$ cat src/rtl/ctmm_pkg.sv
// ============================================================================
// Module      : ctmm_pkg
// Description : Shared types for the CTMM execute-stage units: capability
//               register layout, fault causes and the SAVE-burst state encoding.
// Revision    : 1.0 - initial release
// ============================================================================
`default_nettype none

package ctmm_pkg;

    localparam int CAP_ADDR_W  = 64;
    localparam int CAP_LIMIT_W = 32;
    localparam int GT_W        = 64;

    typedef struct packed {
        logic [GT_W-1:0]        word0_gt;
        logic [CAP_ADDR_W-1:0]  base;
        logic [CAP_LIMIT_W-1:0] limit;
        logic                   perm_s;
        logic                   perm_m;
        logic                   perm_b;
    } capability_reg_t;

    typedef enum logic [1:0] {
        FAULT_NONE    = 2'd0,
        FAULT_PERM    = 2'd1,
        FAULT_BOUNDS  = 2'd2,
        FAULT_TIMEOUT = 2'd3
    } fault_type_t;

    typedef enum logic [3:0] {
        ST_IDLE    = 4'd0,
        ST_RD_DST  = 4'd1,
        ST_LAT_DST = 4'd2,
        ST_CHECK   = 4'd3,
        ST_RD_SRC  = 4'd4,
        ST_LAT_SRC = 4'd5,
        ST_WRITE   = 4'd6,
        ST_DONE    = 4'd7,
        ST_FAULT   = 4'd8
    } save_burst_state_t;

endpackage

`default_nettype wire

$ cat src/rtl/ctmm_save_burst_if.sv
// ============================================================================
// Module      : ctmm_save_burst_if
// Description : Request, CR read-port and memory write-port bundle of the SAVE
//               burst engine. master = engine side, slave = environment side.
// Revision    : 1.0 - initial release
// ============================================================================
`default_nettype none

interface ctmm_save_burst_if #(
    parameter int CRW    = 4,
    parameter int IDX_W  = 8,
    parameter int CNT_W  = 4,
    parameter int ADDR_W = 64
);
    import ctmm_pkg::*;

    logic                  save_start;
    logic [CRW-1:0]        cr_src;
    logic [CRW-1:0]        cr_dst;
    logic [IDX_W-1:0]      index;
    logic [CNT_W-1:0]      count;
    logic                  save_busy;
    logic                  save_complete;
    logic                  save_fault;
    fault_type_t           fault_type;
    logic [CNT_W-1:0]      saved_count;
    logic [CRW-1:0]        cr_rd_addr;
    capability_reg_t       cr_rd_data;
    logic [ADDR_W-1:0]     mem_wr_addr;
    logic [GT_W-1:0]       mem_wr_data;
    logic                  mem_wr_en;
    logic                  mem_wr_done;

    modport master (
        input  save_start, cr_src, cr_dst, index, count, cr_rd_data, mem_wr_done,
        output save_busy, save_complete, save_fault, fault_type, saved_count,
               cr_rd_addr, mem_wr_addr, mem_wr_data, mem_wr_en
    );

    modport slave (
        output save_start, cr_src, cr_dst, index, count, cr_rd_data, mem_wr_done,
        input  save_busy, save_complete, save_fault, fault_type, saved_count,
               cr_rd_addr, mem_wr_addr, mem_wr_data, mem_wr_en
    );

endinterface

`default_nettype wire

$ cat src/rtl/ctmm_save_slot_check.sv
// ============================================================================
// Module      : ctmm_save_slot_check
// Description : Combinational destination C-List permission check, slot bounds
//               check and slot address generation. Burst-end check present
//               when CTMM_SAVE_ATOMIC_EN is defined.
// Revision    : 1.0 - initial release
// ============================================================================
`default_nettype none

module ctmm_save_slot_check
    import ctmm_pkg::*;
#(
    parameter int CRW          = 4,
    parameter int MAX_CLIST_CR = 6,
    parameter int IDX_W        = 8,
    parameter int CNT_W        = 4,
    parameter int ADDR_W       = 64,
    parameter int GT_SHIFT     = 3
) (
    input  logic [CRW-1:0]         cr_dst,
    input  logic                   perm_s,
    input  logic                   perm_m,
    input  logic                   perm_b,
    input  logic [CAP_ADDR_W-1:0]  dst_base,
    input  logic [CAP_LIMIT_W-1:0] dst_limit,
    input  logic [IDX_W-1:0]       index,
    input  logic [CNT_W-1:0]       k,
`ifdef CTMM_SAVE_ATOMIC_EN
    input  logic [CNT_W-1:0]       count,
    output logic                   burst_ok,
`endif
    output logic                   perm_ok,
    output logic                   slot_ok,
    output logic [ADDR_W-1:0]      slot_addr
);

    // One extra bit so index+k never wraps back inside the limit
    logic [IDX_W:0] slot;

    assign slot      = {1'b0, index} + (IDX_W+1)'(k);
    assign perm_ok   = (32'(cr_dst) <= 32'(MAX_CLIST_CR)) && perm_s && !perm_m && !perm_b;
    assign slot_ok   = CAP_LIMIT_W'(slot) < dst_limit;
    assign slot_addr = ADDR_W'(dst_base) + (ADDR_W'(slot) << GT_SHIFT);

`ifdef CTMM_SAVE_ATOMIC_EN
    logic [IDX_W:0] last_slot;

    assign last_slot = {1'b0, index} + (IDX_W+1)'(count) - (IDX_W+1)'(1);
    assign burst_ok  = CAP_LIMIT_W'(last_slot) < dst_limit;
`endif

endmodule

`default_nettype wire

$ cat src/rtl/ctmm_save_burst.sv
// ============================================================================
// Module      : ctmm_save_burst
// Description : Multi-slot SAVE engine: writes the GTs of COUNT consecutive
//               source CRs into consecutive destination C-List slots, with
//               permission/bounds checks and a write-ack watchdog.
//               Define CTMM_SAVE_ATOMIC_EN to bounds-check the whole burst
//               before the first write.
// Revision    : 1.0 - initial release
// ============================================================================
`default_nettype none

module ctmm_save_burst
    import ctmm_pkg::*;
#(
    parameter int NUM_CR       = 16,
    parameter int MAX_CLIST_CR = 6,
    parameter int IDX_W        = 8,
    parameter int MAX_BURST    = 8,
    parameter int ADDR_W       = 64,
    parameter int GT_SHIFT     = 3,
    parameter int WR_TIMEOUT   = 255
) (
    input  logic              clk,
    input  logic              rst,
    ctmm_save_burst_if.master bus
);

    localparam int CRW   = $clog2(NUM_CR);
    localparam int CNT_W = $clog2(MAX_BURST + 1);
    localparam int WD_W  = (WR_TIMEOUT > 1) ? $clog2(WR_TIMEOUT + 1) : 1;
    localparam logic [WD_W-1:0] WD_LAST = WD_W'(WR_TIMEOUT - 1);

    save_burst_state_t      state_q, state_d;
    logic [CRW-1:0]         cr_src_q, cr_src_d;
    logic [CRW-1:0]         cr_dst_q, cr_dst_d;
    logic [IDX_W-1:0]       index_q, index_d;
    logic [CNT_W-1:0]       count_q, count_d;
    logic [CNT_W-1:0]       k_q, k_d;
    logic [CNT_W-1:0]       saved_q, saved_d;
    fault_type_t            fault_q, fault_d;
    logic [CAP_ADDR_W-1:0]  dst_base_q, dst_base_d;
    logic [CAP_LIMIT_W-1:0] dst_limit_q, dst_limit_d;
    logic                   dst_s_q, dst_s_d;
    logic                   dst_m_q, dst_m_d;
    logic                   dst_b_q, dst_b_d;
    logic [GT_W-1:0]        gt_q, gt_d;
    logic [WD_W-1:0]        wd_q, wd_d;

    logic                   perm_ok;
    logic                   slot_ok;
    logic [ADDR_W-1:0]      slot_addr;
    logic                   src_overrun;
    logic                   wd_expired;
`ifdef CTMM_SAVE_ATOMIC_EN
    logic                   burst_ok;
`endif

    ctmm_save_slot_check #(
        .CRW          (CRW),
        .MAX_CLIST_CR (MAX_CLIST_CR),
        .IDX_W        (IDX_W),
        .CNT_W        (CNT_W),
        .ADDR_W       (ADDR_W),
        .GT_SHIFT     (GT_SHIFT)
    ) u_slot_check (
        .cr_dst    (cr_dst_q),
        .perm_s    (dst_s_q),
        .perm_m    (dst_m_q),
        .perm_b    (dst_b_q),
        .dst_base  (dst_base_q),
        .dst_limit (dst_limit_q),
        .index     (index_q),
        .k         (k_q),
`ifdef CTMM_SAVE_ATOMIC_EN
        .count     (count_q),
        .burst_ok  (burst_ok),
`endif
        .perm_ok   (perm_ok),
        .slot_ok   (slot_ok),
        .slot_addr (slot_addr)
    );

    // Last source CR index computed one bit wider so it cannot wrap below NUM_CR
    assign src_overrun = ({1'b0, cr_src_q} + (CRW+1)'(count_q) - (CRW+1)'(1))
                         >= (CRW+1)'(NUM_CR);
    assign wd_expired  = (WR_TIMEOUT != 0) && (wd_q == WD_LAST);

    always_comb begin
        state_d     = state_q;
        cr_src_d    = cr_src_q;
        cr_dst_d    = cr_dst_q;
        index_d     = index_q;
        count_d     = count_q;
        k_d         = k_q;
        saved_d     = saved_q;
        fault_d     = fault_q;
        dst_base_d  = dst_base_q;
        dst_limit_d = dst_limit_q;
        dst_s_d     = dst_s_q;
        dst_m_d     = dst_m_q;
        dst_b_d     = dst_b_q;
        gt_d        = gt_q;
        wd_d        = wd_q;

        case (state_q)
            ST_IDLE: begin
                if (bus.save_start) begin
                    cr_src_d = bus.cr_src;
                    cr_dst_d = bus.cr_dst;
                    index_d  = bus.index;
                    count_d  = bus.count;
                    k_d      = '0;
                    saved_d  = '0;
                    fault_d  = FAULT_NONE;
                    state_d  = (bus.count == '0) ? ST_DONE : ST_RD_DST;
                end
            end
            ST_RD_DST:  state_d = ST_LAT_DST;
            ST_LAT_DST: begin
                dst_base_d  = bus.cr_rd_data.base;
                dst_limit_d = bus.cr_rd_data.limit;
                dst_s_d     = bus.cr_rd_data.perm_s;
                dst_m_d     = bus.cr_rd_data.perm_m;
                dst_b_d     = bus.cr_rd_data.perm_b;
                state_d     = ST_CHECK;
            end
            ST_CHECK: begin
                if (!perm_ok || src_overrun) begin
                    fault_d = FAULT_PERM;
                    state_d = ST_FAULT;
`ifdef CTMM_SAVE_ATOMIC_EN
                end else if (!burst_ok) begin
                    fault_d = FAULT_BOUNDS;
                    state_d = ST_FAULT;
`endif
                end else begin
                    state_d = ST_RD_SRC;
                end
            end
            ST_RD_SRC:  state_d = ST_LAT_SRC;
            ST_LAT_SRC: begin
                gt_d = bus.cr_rd_data.word0_gt;
                if (!slot_ok) begin
                    fault_d = FAULT_BOUNDS;
                    state_d = ST_FAULT;
                end else begin
                    wd_d    = '0;
                    state_d = ST_WRITE;
                end
            end
            ST_WRITE: begin
                // An ack on the expiry edge still counts as a completed write
                if (bus.mem_wr_done) begin
                    saved_d = saved_q + CNT_W'(1);
                    k_d     = k_q + CNT_W'(1);
                    state_d = (k_d == count_q) ? ST_DONE : ST_RD_SRC;
                end else if (wd_expired) begin
                    fault_d = FAULT_TIMEOUT;
                    state_d = ST_FAULT;
                end else begin
                    wd_d = wd_q + WD_W'(1);
                end
            end
            ST_DONE:  state_d = ST_IDLE;
            ST_FAULT: state_d = ST_IDLE;
            default:  state_d = ST_IDLE;
        endcase
    end

    always_ff @(posedge clk or posedge rst) begin
        if (rst) begin
            state_q     <= ST_IDLE;
            cr_src_q    <= '0;
            cr_dst_q    <= '0;
            index_q     <= '0;
            count_q     <= '0;
            k_q         <= '0;
            saved_q     <= '0;
            fault_q     <= FAULT_NONE;
            dst_base_q  <= '0;
            dst_limit_q <= '0;
            dst_s_q     <= 1'b0;
            dst_m_q     <= 1'b0;
            dst_b_q     <= 1'b0;
            gt_q        <= '0;
            wd_q        <= '0;
        end else begin
            state_q     <= state_d;
            cr_src_q    <= cr_src_d;
            cr_dst_q    <= cr_dst_d;
            index_q     <= index_d;
            count_q     <= count_d;
            k_q         <= k_d;
            saved_q     <= saved_d;
            fault_q     <= fault_d;
            dst_base_q  <= dst_base_d;
            dst_limit_q <= dst_limit_d;
            dst_s_q     <= dst_s_d;
            dst_m_q     <= dst_m_d;
            dst_b_q     <= dst_b_d;
            gt_q        <= gt_d;
            wd_q        <= wd_d;
        end
    end

    always_comb begin
        bus.cr_rd_addr = '0;
        if (state_q == ST_RD_DST) begin
            bus.cr_rd_addr = cr_dst_q;
        end else if (state_q == ST_RD_SRC) begin
            bus.cr_rd_addr = cr_src_q + CRW'(k_q);
        end
    end

    // Write strobe decodes straight from the state flop so reset removes it at once
    assign bus.mem_wr_en     = (state_q == ST_WRITE);
    assign bus.mem_wr_addr   = bus.mem_wr_en ? slot_addr : '0;
    assign bus.mem_wr_data   = bus.mem_wr_en ? gt_q : '0;
    assign bus.save_busy     = (state_q != ST_IDLE);
    assign bus.save_complete = (state_q == ST_DONE);
    assign bus.save_fault    = (state_q == ST_FAULT);
    assign bus.fault_type    = fault_q;
    assign bus.saved_count   = saved_q;

endmodule

`default_nettype wire

$ cat src/flat_wrapper.sv
// flat-port wrapper written by rule: the top's interface ports become plain ports
module ctmm_save_burst_flat import ctmm_pkg::*;
#(
    parameter int NUM_CR       = 16,
    parameter int MAX_CLIST_CR = 6,
    parameter int IDX_W        = 8,
    parameter int MAX_BURST    = 8,
    parameter int ADDR_W       = 64,
    parameter int GT_SHIFT     = 3,
    parameter int WR_TIMEOUT   = 255
)
  (clk, rst, bus_save_start, bus_cr_src, bus_cr_dst, bus_index, bus_count, bus_cr_rd_data, bus_mem_wr_done, bus_save_busy, bus_save_complete, bus_save_fault, bus_fault_type, bus_saved_count, bus_cr_rd_addr, bus_mem_wr_addr, bus_mem_wr_data, bus_mem_wr_en);
  ctmm_save_burst_if #(.CRW(4), .IDX_W(IDX_W), .CNT_W(4), .ADDR_W(ADDR_W)) bus_i ();
  input  logic clk;
  input  logic rst;
  input wire logic [$bits(bus_i.save_start)-1:0] bus_save_start;
  input wire logic [$bits(bus_i.cr_src)-1:0] bus_cr_src;
  input wire logic [$bits(bus_i.cr_dst)-1:0] bus_cr_dst;
  input wire logic [$bits(bus_i.index)-1:0] bus_index;
  input wire logic [$bits(bus_i.count)-1:0] bus_count;
  input wire logic [$bits(bus_i.cr_rd_data)-1:0] bus_cr_rd_data;
  input wire logic [$bits(bus_i.mem_wr_done)-1:0] bus_mem_wr_done;
  output wire logic [$bits(bus_i.save_busy)-1:0] bus_save_busy;
  output wire logic [$bits(bus_i.save_complete)-1:0] bus_save_complete;
  output wire logic [$bits(bus_i.save_fault)-1:0] bus_save_fault;
  output wire logic [$bits(bus_i.fault_type)-1:0] bus_fault_type;
  output wire logic [$bits(bus_i.saved_count)-1:0] bus_saved_count;
  output wire logic [$bits(bus_i.cr_rd_addr)-1:0] bus_cr_rd_addr;
  output wire logic [$bits(bus_i.mem_wr_addr)-1:0] bus_mem_wr_addr;
  output wire logic [$bits(bus_i.mem_wr_data)-1:0] bus_mem_wr_data;
  output wire logic [$bits(bus_i.mem_wr_en)-1:0] bus_mem_wr_en;
  assign bus_i.save_start = bus_save_start;
  assign bus_i.cr_src = bus_cr_src;
  assign bus_i.cr_dst = bus_cr_dst;
  assign bus_i.index = bus_index;
  assign bus_i.count = bus_count;
  assign bus_i.cr_rd_data = bus_cr_rd_data;
  assign bus_i.mem_wr_done = bus_mem_wr_done;
  assign bus_save_busy = bus_i.save_busy;
  assign bus_save_complete = bus_i.save_complete;
  assign bus_save_fault = bus_i.save_fault;
  assign bus_fault_type = bus_i.fault_type;
  assign bus_saved_count = bus_i.saved_count;
  assign bus_cr_rd_addr = bus_i.cr_rd_addr;
  assign bus_mem_wr_addr = bus_i.mem_wr_addr;
  assign bus_mem_wr_data = bus_i.mem_wr_data;
  assign bus_mem_wr_en = bus_i.mem_wr_en;
  ctmm_save_burst #(.NUM_CR(NUM_CR), .MAX_CLIST_CR(MAX_CLIST_CR), .IDX_W(IDX_W), .MAX_BURST(MAX_BURST), .ADDR_W(ADDR_W), .GT_SHIFT(GT_SHIFT), .WR_TIMEOUT(WR_TIMEOUT)) u_core (.clk(clk), .rst(rst), .bus(bus_i));
endmodule
$ cat config.mk
export PLATFORM = sky130hd
export DESIGN_NAME = ctmm_save_burst_flat
export DESIGN_NICKNAME = d
export VERILOG_FILES = /design/src/rtl/ctmm_pkg.sv /design/src/rtl/ctmm_save_burst_if.sv /design/src/rtl/ctmm_save_slot_check.sv /design/src/rtl/ctmm_save_burst.sv /design/src/flat_wrapper.sv
export SDC_FILE = /design/constraint.sdc
export NUM_CORES = 1
export LEC_CHECK = 0
export ABC_CLOCK_PERIOD_IN_PS = 6450
export CORE_UTILIZATION = 44
export DETAILED_ROUTE_END_ITERATION = 16
export GPL_TIMING_DRIVEN = 0
export PLACE_DENSITY = 0.87
export SYNTH_ARGS = -nofsm -noshare
export SYNTH_HDL_FRONTEND = slang
export SYNTH_HIERARCHICAL = 1
export SYNTH_SLANG_ARGS = --single-unit
$ cat constraint.sdc
create_clock -name clk -period 6.45 [get_ports clk]
set_input_delay 0.9675 -clock clk [delete_from_list [all_inputs] [get_ports clk]]
set_output_delay 0.9675 -clock clk [all_outputs]
set_load 0.005 [all_outputs]
# After elaboration in Yosys (flattened, before gate mapping)
# Index checks and enable logic that the tools add are counted.
[classes]
addsub = 8
magnitude_cmp = 3
n_eq_ne = 19
muxes = 27
reduce_logical = 18
[op_table]
columns = ["cell", "n"]
rows = [
  ["2-to-1 mux 64 bit", 2],
  ["adder 64 x 12 -> 64 bit", 1],
  ["2-to-1 mux 4 bit", 10],
  ["< comparator 9 x 32 -> 1 bit", 1],
  ["case mux 4 bit (7 select lines)", 1],
  ["2-to-1 mux 8 bit", 3],
  ["== test 4 x 3 -> 1 bit (second input constant)", 4],
  ["case mux 4 bit (2 select lines)", 2],
  ["case mux 8 bit (2 select lines)", 1],
  ["2-to-1 mux 2 bit", 6],
  ["inequality test 2 bit (second input constant)", 6],
  ["adder 8 x 4 -> 9 bit", 1],
  ["adder 4 x 1 -> 4 bit (second input constant)", 2],
  ["adder 8 x 1 -> 8 bit (second input constant)", 1],
  ["== test 4 x 2 -> 1 bit (second input constant)", 2],
  ["== test 8 bit (second input constant)", 1],
  ["logical NOT 4 bit", 2],
  ["case mux 2 bit (4 select lines)", 1],
  ["nonzero test 4 bit", 2],
  ["AND reduction 6 bit", 1],
  ["adder 4 x 4 -> 5 bit", 1],
  [">= comparator 5 bit (second input constant)", 1],
  ["subtractor 5 x 1 -> 5 bit (second input constant)", 1],
  ["adder 4 bit", 1],
  ["14 further kinds", 21],
]
[word_totals]
register_bits = 205
input_bits = 187
out_inout_bits = 142
elab_cells = 90

# Longest topological paths before layout
[depth]
ltp_word = 8
mapped_depth = 18
ltp_nobuf = 18

# By module
# Netlist, hierarchy kept.
[modules_own_cells]
columns = ["mod", "n_inst", "cells_per_inst", "area_each_um2", "seq_area_each_um2"]
rows = [
  ["ctmm_save_burst", 1, 726, 9370.2, 5129.9],
  ["ctmm_save_slot_check", 1, 279, 1968.1, 0.0],
]

# Worst setup path after synthesis
# Ideal clock, no wire load.
[synth_path]
path_kind = "register to output"
start = "register u_core.k_q[0]"
end = "output bus_mem_wr_addr[57]"
arrival_ns = 3.297
t_required_ns = 5.483
path_slack_ns = 2.185
stages_incl_launch_ff = 17
n_path_buf = 0
path_cell_list = "dfrtp_1 > ha_1 > inv_1 > fa_1 > nor2b_1 > o21ai_0 > nand2b_1 > nand3_1 > xnor2_1 > ha_1 > and3_1 > or3b_4 > a21oi_4 > nand3_4 > nor4_2 > xor2_1 > and2_1"
[synth_via]
elab_chain_cells = 3
[synth_rtl]
columns = ["item", "line_no", "source"]
rows = [
  ["start: declaration", "ctmm_save_burst.sv:38", "logic [CNT_W-1:0] k_q, k_d;"],
  ["start signal: assignment", "ctmm_save_burst.sv:193", "k_q <= k_d;"],
  ["adder 8 x 4 -> 9 bit", "ctmm_save_slot_check.sv:40", "assign slot = {1'b0, index} + (IDX_W+1)'(k);"],
  ["adder 64 x 12 -> 64 bit", "ctmm_save_slot_check.sv:43", "assign slot_addr = ADDR_W'(dst_base) + (ADDR_W'(slot) << GT_SHIFT);"],
  ["named net u_core.slot_addr[57]", "ctmm_save_burst.sv:51", "logic [ADDR_W-1:0] slot_addr;"],
  ["2-to-1 mux 64 bit", "ctmm_save_burst.sv:217", "assign bus.mem_wr_addr = bus.mem_wr_en ? slot_addr : '0;"],
  ["end: declaration", "flat_wrapper.sv:29", "output wire logic [$bits(bus_i.mem_wr_addr)-1:0] bus_mem_wr_addr;"],
]
# The timed path passes the listed nets, and every way through them passes these cells.

# Final worst setup path
[layout_path]
start = "register u_core.k_q[0]"
end = "output bus_mem_wr_addr[61]"
# Same word-level chain as after synthesis.

==> results_dict.tcl <==
set metrics [dict create \
    status "finished clean" \
    dp_hpwl_um 23900 \
    wire_per_inst_um 18.2 \
    fin_crit_ns 6.00 \
    synth_edf_count 0 \
    fin_crit_sh_pct 93.1 \
    r2r_end "u_core/wd_q[6]" \
    cts_htree_levels 1 \
    hp-start "u_core/gt_q[25]" \
    synth_area_um2 11300 \
    cts_made_buffers 24 \
    cts.sinks 205 \
    worst_slack_ns 0.446 \
    grt_overflow 0 \
    worstPathMaxFanout 10 \
    areaGrowthSynthToFinish_pct 41.3 \
    drc 0 \
    hold_violations 0 \
    routed_via_density 5.25 \
    startpoint "u_core/k_q[0]" \
    avgSynthCellArea_um2 11.3 \
    clock_latency_ns 0.50 \
    die_y_um 163 \
    crit_required_ns 5.48 \
    clk_pin_slew_ns 0.06 \
    grt_antenna_before_repair 1 \
    hold_path_depth 1 \
    rsz0062_at_grt "no" \
    worstPathArrival_ns 5.04 \
    ir_drop_mv 0.241 \
    startpoint_type "flip-flop" \
    firstDrtPassIters 7 \
    r2r-start "u_core/k_q[0]" \
    slew_headroom_pct 55.8 \
    worst_pin_slew_ns 0.652 \
    synth_cell_types 70 \
    r2r_slack_ns 2.55 \
    dpl_cell_area_um2 15100 \
    synth-seq-cells 205 \
    ant_nets 0 \
    setup_violations 0 \
    rows 58 \
    die_w_um 163 \
    start_util_pct 44.9 \
    path_class "reg -> out" \
    power.leakage_nw 6.82 \
    die_area_um2 26400 \
    core_area_um2 25300 \
    numPortBuffers 328 \
    grt_usage_pct 23.5 \
    grt_busiest_layer "met2" \
    gp_congestion 0.901 \
    fin_setup_tns_ns 0 \
    netlist_instances 1005 \
    met3_usage_pct 3.72 \
    cts_max_path_buffers 3 \
    met2_usage_pct 42.8 \
    ys_seq_area_share_pct 45.2 \
    grt_pass1_wl_um 48400 \
    wl_um 31200 \
    nets 1587 \
    met1_usage_pct 28.3 \
    grt_max_degree 43 \
    vias 8980 \
    drt_iter0_markers 428 \
    synth_fp_nets 1228 \
    clockRootBuffer "clkbuf_16" \
    grt_pass1_vias 9075 \
    drv_slew 0 \
    whs_endpoint "u_core/gt_q[25]" \
    io_pins 329 \
    hold_class "reg -> reg" \
    worstSetupEndpointType "output port" \
    post_cts_buffers 0 \
    cts_tree "done" \
    async_reset_ff_share_pct 100 \
    maxCapViolations 0 \
    fmax_ghz 0.167 \
    pre_cts_ws_ns 0.863 \
    drive_gt1_share_pct 15.2 \
    p_per_area_nw_per_um2 388 \
    report.power.total_mw 6.22 \
    yosysWarningCount 6 \
    final_common_cell "clkdlybuf4s50_1" \
    final_cell_mix "clkdlybuf4s50_1, dfrtp_1, and2_1" \
    synth_ff_type "dfrtp_1" \
    reg2reg_depth 18 \
    final_area_um2 16000 \
    skew_ns 0.00828 \
]
## routing by layer
layer	wire (µm)	part of all wire, %
met2	16000	51
met4	686	2.2
met1	12500	40
met3	1930	6.2
met5	0	0
## synth_stat cells, types with 3 or more instances
| cell | number | area (µm²) |
|---|---|---|
| nand3_1 | 27 | 135 |
| buf_8 | 6 | 90.1 |
| mux2_1 | 70 | 788 |
| mux2_2 | 107 | 1200 |
| ha_1 | 33 | 413 |
| nand2b_1 | 7 | 43.8 |
| nand2_1 | 43 | 161 |
| a21o_1 | 8 | 60.1 |
| dfrtp_1 | 205 | 5130 |
| fa_1 | 3 | 60.1 |
| buf_4 | 6 | 45.0 |
| inv_1 | 33 | 124 |
| xnor2_1 | 59 | 517 |
| a21oi_1 | 13 | 65.1 |
| clkbuf_1 | 15 | 56.3 |
| a31oi_1 | 5 | 31.3 |
| o21ai_0 | 23 | 115 |
| xor2_1 | 23 | 201 |
| nor2_1 | 36 | 135 |
| nor3_1 | 13 | 65.1 |
| nand4_1 | 23 | 144 |
| a22oi_1 | 4 | 30.0 |
| and2_1 | 133 | 832 |
| nor2b_1 | 9 | 56.3 |
| and3_1 | 16 | 100 |
| and4_1 | 6 | 52.6 |
| nor4_1 | 9 | 56.3 |
| buf_6 | 7 | 78.8 |
| buf_2 | 15 | 75.1 |
## worst max-delay path, cell delays in order (launching register included)
cell	delay, ns
dfrtp_1	0.50
ha_1	0.23
inv_1	0.06
fa_1	0.41
nor2b_1	0.12
o21ai_0	0.10
nand2b_1	0.14
nand3_1	0.11
xnor2_1	0.18
ha_1	0.39
and3_1	0.24
or3b_4	0.42
a21oi_4	0.36
buf_4	0.27
nand4_1	0.11
xnor2_1	0.23
and2_1	0.15
clkdlybuf4s50_1	0.49
## through the flow
stage / std cells / utilization [%] / hold WS (ns)
after CTS: 1710 / 63.4 / 0.479
after detailed placement: 1668 / 59.9 / 0.467
after global routing: 1710 / 63.4 / 0.483
after floorplan: 1005 / - / 0.449
final: 1711 / 63.4 / 0.475
after global placement: 1663 / 59.5 / 0.459
## cell type report
type	count	area, µm²
Antenna cell	1	2.50
Buffer	50	349
Clock buffer	30	684
Clock inverter	12	194
Fill cell	1923	9230
Inverter	34	131
Multi-Input combinational cell	716	5740
Sequential cell	205	5130
Tap cell	330	413
Timing Repair Buffer	333	3380
## power by group
group	total (mW)	internal (mW)	switching [mW]
clock network	1.48	0.948	0.530
registers	2.32	1.87	0.449
logic	2.42	1.34	1.08
total	6.22	4.16	2.06
## timing repair
action / CTS / global route
resized for setup: 0 / 1
setup endpoints to repair: 0 / 1
hold buffers: 0 / 0
## state kept, by name, indices dropped and copies added, names as in the netlist
| name | count |
|---|---|
| u_core/bus.fault_type | 2 |
| u_core/bus.saved_count | 4 |
| u_core/count_q | 4 |
| u_core/cr_dst_q | 4 |
| u_core/cr_src_q | 4 |
| u_core/dst_b_q | 1 |
| u_core/dst_base_q | 64 |
| u_core/dst_limit_q | 32 |
| u_core/dst_m_q | 1 |
| u_core/dst_s_q | 1 |
| u_core/gt_q | 64 |
| u_core/index_q | 8 |
| u_core/k_q | 4 |
| u_core/state_q | 4 |
| u_core/wd_q | 8 |
## cells by family after synthesis
group	share of synthesized area (%)
xor+xnor	6.33
mux	17.8
compound gates	4.37
flops	45.2
fa+ha+maj	4.17
buf+inv	4.20
simple gates	17.9
## how the worst max path moves through the flow
stage                          end  slack [ns]  cells past startpoint
2_1_floorplan  bus_mem_wr_addr[57]        2.19                     16
3_3_place_gp   bus_mem_wr_addr[62]        0.95                     17
3_5_place_dp   bus_mem_wr_addr[62]        0.86                     17
4_1_cts        bus_mem_wr_addr[36]        0.27                     17
5_1_grt        bus_mem_wr_addr[61]        0.20                     17
6_report       bus_mem_wr_addr[61]        0.45                     17
Note: power is estimated with default switching activity, not from simulation.
